[src/rtl/sipo_receiver.sv]
//==============================================================================
// Module  : sipo_receiver
// Brief   : MSB-first serial-to-parallel word receiver with valid/ack output
//           register and sticky overrun flag.
// Revision: 1.0 - initial release
//==============================================================================
`default_nettype none

module sipo_receiver #(
    parameter int WIDTH = 4
) (
    input  logic             clk,
    input  logic             reset,
    input  logic             ser_in,
    input  logic             start,
    input  logic             out_ack,
    output logic [WIDTH-1:0] d_out,
    output logic             out_valid,
    output logic             busy,
    output logic             overrun
);

    localparam int                SR_W     = WIDTH - 1;
    localparam int                CNT_W    = $clog2(WIDTH);
    localparam logic [CNT_W-1:0]  LAST_CNT = CNT_W'(WIDTH - 1);

    typedef enum logic [0:0] {
        ST_IDLE  = 1'b0,
        ST_SHIFT = 1'b1
    } state_t;

    state_t            state_q,     state_d;
    // The final bit is taken live from ser_in, so only WIDTH-1 bits are stored.
    logic [SR_W-1:0]   sr_q,        sr_d;
    logic [CNT_W-1:0]  cnt_q,       cnt_d;
    logic [WIDTH-1:0]  d_out_q,     d_out_d;
    logic              out_valid_q, out_valid_d;
    logic              overrun_q,   overrun_d;

    logic [WIDTH-1:0]  w_word;
    logic              w_complete;

    always_comb begin
        state_d     = state_q;
        sr_d        = sr_q;
        cnt_d       = cnt_q;
        d_out_d     = d_out_q;
        out_valid_d = out_valid_q;
        overrun_d   = overrun_q;
        w_word      = {sr_q, ser_in};
        w_complete  = 1'b0;

        if (out_valid_q && out_ack) begin
            out_valid_d = 1'b0;
        end

        case (state_q)
            ST_IDLE: begin
                if (start) begin
                    sr_d    = SR_W'(ser_in);
                    cnt_d   = CNT_W'(1);
                    state_d = ST_SHIFT;
                end
            end
            ST_SHIFT: begin
                sr_d  = (sr_q << 1) | SR_W'(ser_in);
                cnt_d = cnt_q + CNT_W'(1);
                if (cnt_q == LAST_CNT) begin
                    w_complete = 1'b1;
                    cnt_d      = '0;
                    state_d    = ST_IDLE;
                end
            end
            default: begin
                state_d = ST_IDLE;
            end
        endcase

        // An ack in the completing cycle frees the register for the new word.
        if (w_complete) begin
            if (!out_valid_q || out_ack) begin
                d_out_d     = w_word;
                out_valid_d = 1'b1;
            end else begin
                overrun_d   = 1'b1;
            end
        end
    end

    always_ff @(posedge clk or posedge reset) begin
        if (reset) begin
            state_q     <= ST_IDLE;
            sr_q        <= '0;
            cnt_q       <= '0;
            d_out_q     <= '0;
            out_valid_q <= 1'b0;
            overrun_q   <= 1'b0;
        end else begin
            state_q     <= state_d;
            sr_q        <= sr_d;
            cnt_q       <= cnt_d;
            d_out_q     <= d_out_d;
            out_valid_q <= out_valid_d;
            overrun_q   <= overrun_d;
        end
    end

    assign d_out     = d_out_q;
    assign out_valid = out_valid_q;
    assign overrun   = overrun_q;
    assign busy      = (state_q == ST_SHIFT);

endmodule

`default_nettype wire

[config.mk]
export PLATFORM = sky130hd
export DESIGN_NAME = sipo_receiver
export DESIGN_NICKNAME = d
export VERILOG_FILES = /design/src/rtl/sipo_receiver.sv
export SDC_FILE = /design/constraint.sdc
export NUM_CORES = 1
export LEC_CHECK = 0
export BUFFER_PORTS_ARGS = -buffer_cell sky130_fd_sc_hd__buf_2
export CAP_MARGIN = 25
export CORE_AREA = 2 2 39 41
export DETAILED_ROUTE_END_ITERATION = 6
export DIE_AREA = 0 0 41 43
export PLACE_DENSITY = 0.73
export SLEW_MARGIN = 20
export SYNTH_ARGS = -nofsm -noshare
export SYNTH_HDL_FRONTEND = slang
export SYNTH_SLANG_ARGS = --single-unit
[constraint.sdc]
create_clock -name clk -period 1.6 [get_ports clk]
set_input_delay 0 -clock clk [delete_from_list [all_inputs] [get_ports clk]]
set_output_delay 0 -clock clk [all_outputs]
set_load 0.01 [all_outputs]
==> out/metrics.yaml <==
cp.arrival_ns: 1.47
dp_hpwl_um: 656
synth_fa_ha_area_share_pct: 2.42
p_sw_share_pct: 33.3
crit_buf_inv: 0
first_global_vias: 367
synth_top_family_by_area: "simple AND/OR/NAND/NOR gates"
period_share_pct: 82.1
route.antenna.remaining_nets: 0
insertion_delay_ns: 0.28
outcome: "complete, no violations"
drv_slew: 0
multi_input_area_um2: 203
syn_to_final_growth_pct: 27.8
max_freq_mhz: 761
cp_cell_sequence: "nand2_2 > nor2b_4 > mux2_4"
rows: 14
ys_seq_elements: 12
cp-end-kind: "flip-flop"
drive_gt1_share_pct: 39.7
use_met2_pct: 20.6
synth_top_area_share_pct: 58.0
cts_buffers: 3
yosysSeqAreaShare_pct: 58.0
route.detailed.drc: 0
p_leak_nw: 0.334
worst_slack_ns: 0.286
hold_viol_final: 0
io_buffer_count: 11
synth-xor-area-share_pct: 0
grt_start_max_net_pins: 13
clock-sinks: 12
mappedNetlistArea_um2: 518
rsz0062_at_grt: "no"
pre_cts_slack_ns: 0.302
busiest_layer: "met2"
p_switching_uw: 421
p_per_area_mw_per_mm2: 1910
drtIter0Drc: 6
holdWs_ns: 0.269
ir_drop_uv: 692
grt_use_met1_pct: 16.5
cap_viol_max_count: 0
synthTopCellsByArea: "dfrtp_1 58%, mux2_4 14%, nand2b_1 4.8%, o21ai_0 3.9%, nand2_1 2.9%"
cts_tree: "yes"
p_comb_share_pct: 36.2
antenna_found_initial: 0
fin_skew_ns: 0.00483
nets: 65
clk_pin_slew_ns: 0.08
die_w_um: 41
slew-limit-headroom_pct: 70.2
yosys.area.top_type: "dfrtp_1"
cts_max_path_buffers: 2
routed_wl_um: 929
h-tree-depth: 1
gp_congestion: 0.703
synth_mux_area_share_pct: 14.5
ios: 12
postCtsSetupBuffers: 0
wire_per_inst_um: 12.6
grt_pass1_wl_mm: 1.57
critPathLaunchType: "flip-flop"
grt_remaining_overflow: 0
hold_class: "in -> async"
worst-setup-path-type: "reg -> reg"
diodes: 0
fp.coreArea_mm2: 0.00138
num_vias: 344
period_minus_slack_ns: 1.31
tightestPinTransition_ns: 0.447
die_y_um: 43
cp_slowest_cell: "dfrtp_1"
die_area_mm2: 0.00176
synth_compound_area_share_pct: 6.52
post_drt_via_cell_ratio: 4.65
synth_simple_gate_area_share_pct: 15.7
syn_avg_cell_area_um2: 12.9
worstPathRequired_ns: 1.76
gr-usage-met3_pct: 4.71
finalPower_mw: 1.26
syn-num-nets: 46
seq_area_um2: 300
cp_top_family: "flip-flops"
fillers: 137
start_util_pct: 37.4
power_frac_clock_pct: 19.1
ys_types: 14
finalSetupTns_ns: 0
setup_viol: 0
synth_cells: 40
max_stage_delay_ns: 0.53
intPower_uw: 844
ys_warn_count: 0
grt_usage_pct: 14.2
drt_first_pass_iters: 4
cts_root_buffer: "clkbuf_4"
worstPathMaxFanout: 12
power.share.sequential_pct: 44.7
-- worst reg2reg max path, delay by kind of cell, from the launching register on --
| kind | cells | cell delay, ns |
|---|---|---|
| flops | 1 | 0.53 |
| mux | 1 | 0.32 |
| simple gates | 2 | 0.35 |
-- power groups by stage --
stage / clock, mW / combinational [mW] / sequential [mW]
after floorplan: 0 / 0.314 / 0.574
after global placement: 0 / 0.435 / 0.564
after detailed placement: 0 / 0.455 / 0.574
after CTS: 0.252 / 0.464 / 0.570
after global routing: 0.261 / 0.520 / 0.590
final: 0.242 / 0.458 / 0.565
-- area by class of cell --
cell class / instances / share of cell area, %
timing repair buffer: 15 / 14.4
inverter: 2 / 1.13
tap: 16 / 3.02
sequential: 12 / 45.4
clock buffer: 4 / 5.48
multi-input combinational: 25 / 30.6
-- layer usage --
layer  part of all wire, %  routed length, µm
met4                   2.2                 20
met3                   5.1                 47
met2                    53                495
met1                    39                365
met5                     0                  0
-- cells by family (layout without fill, tap and decap cells) --
| group | Yosys count | in the layout |
|---|---|---|
| AO/OA/AOI/OAI | 6 | 6 |
| adder cells (fa/ha/maj) | 1 | 1 |
| buffers and inverters | 3 | 21 |
| flip-flops | 12 | 12 |
| multiplexers | 5 | 5 |
| AND/OR/NAND/NOR | 13 | 13 |
-- what timing repair did --
item,CTS,global route
resized for setup,0,0
endpoints found under the hold margin,19,0
setup endpoints to repair,0,0
hold buffers,4,0
-- Yosys cell counts (all sizes together) --
library cell and n:
dfrtp 12, mux2 5, nand2 5, nand2b 5
o21ai 4, inv 2, nor2 2, buf 1
ha 1, nor2b 1, o21bai 1, o22ai 1
-- sequential cells by signal, indices dropped and copies added (netlist names) --
name	count
out_valid	1
busy	1
d_out	4
cnt_q	2
sr_q	3
overrun	1
-- final timing paths --
| kind | from | to | slack (ns) | depth (start not counted) |
|---|---|---|---|---|
| setup / recovery | busy$_DFF_PP0_ | d_out[1]$_DFFE_PP0P_ | 0.29 | 3 |
| hold / removal | reset | d_out[3]$_DFFE_PP0P_ | 0.27 | 3 |
| setup reg to reg | busy$_DFF_PP0_ | d_out[1]$_DFFE_PP0P_ | 0.29 | 3 |
| hold reg to reg | overrun$_DFFE_PP0P_ | overrun$_DFFE_PP0P_ | 0.48 | 1 |
| max in group asynchronous | reset | cnt_q[0]$_DFFE_PP0P_ | 1.02 | 3 |
| min in group clk | overrun$_DFFE_PP0P_ | overrun$_DFFE_PP0P_ | 0.48 | 1 |
-- through the flow --
stage | utilization, % | std cells | area [µm²]
after floorplan | - | 40 | 518
after global placement | 42.3 | 66 | 586
after detailed placement | 42.3 | 66 | 586
after CTS | 47.8 | 74 | 662
after global routing | 47.8 | 74 | 662
final | 47.8 | 74 | 662
-- placed cells by master (no fill, tap or decap) --
cell,count
dfrtp_1,12
buf_2,11
mux2_4,5
nand2b_1,4
nand2_1,4
o21ai_0,4
dlygate4sd3_1,4
clkbuf_4,3
nor2_1,2
inv_1,2
nand2_2,1
nand2b_4,1
nor2b_4,1
o21bai_1,1
o22ai_1,1
ha_1,1
clkbuf_8,1
No activity file was read; power rests on OpenSTA's default activity.
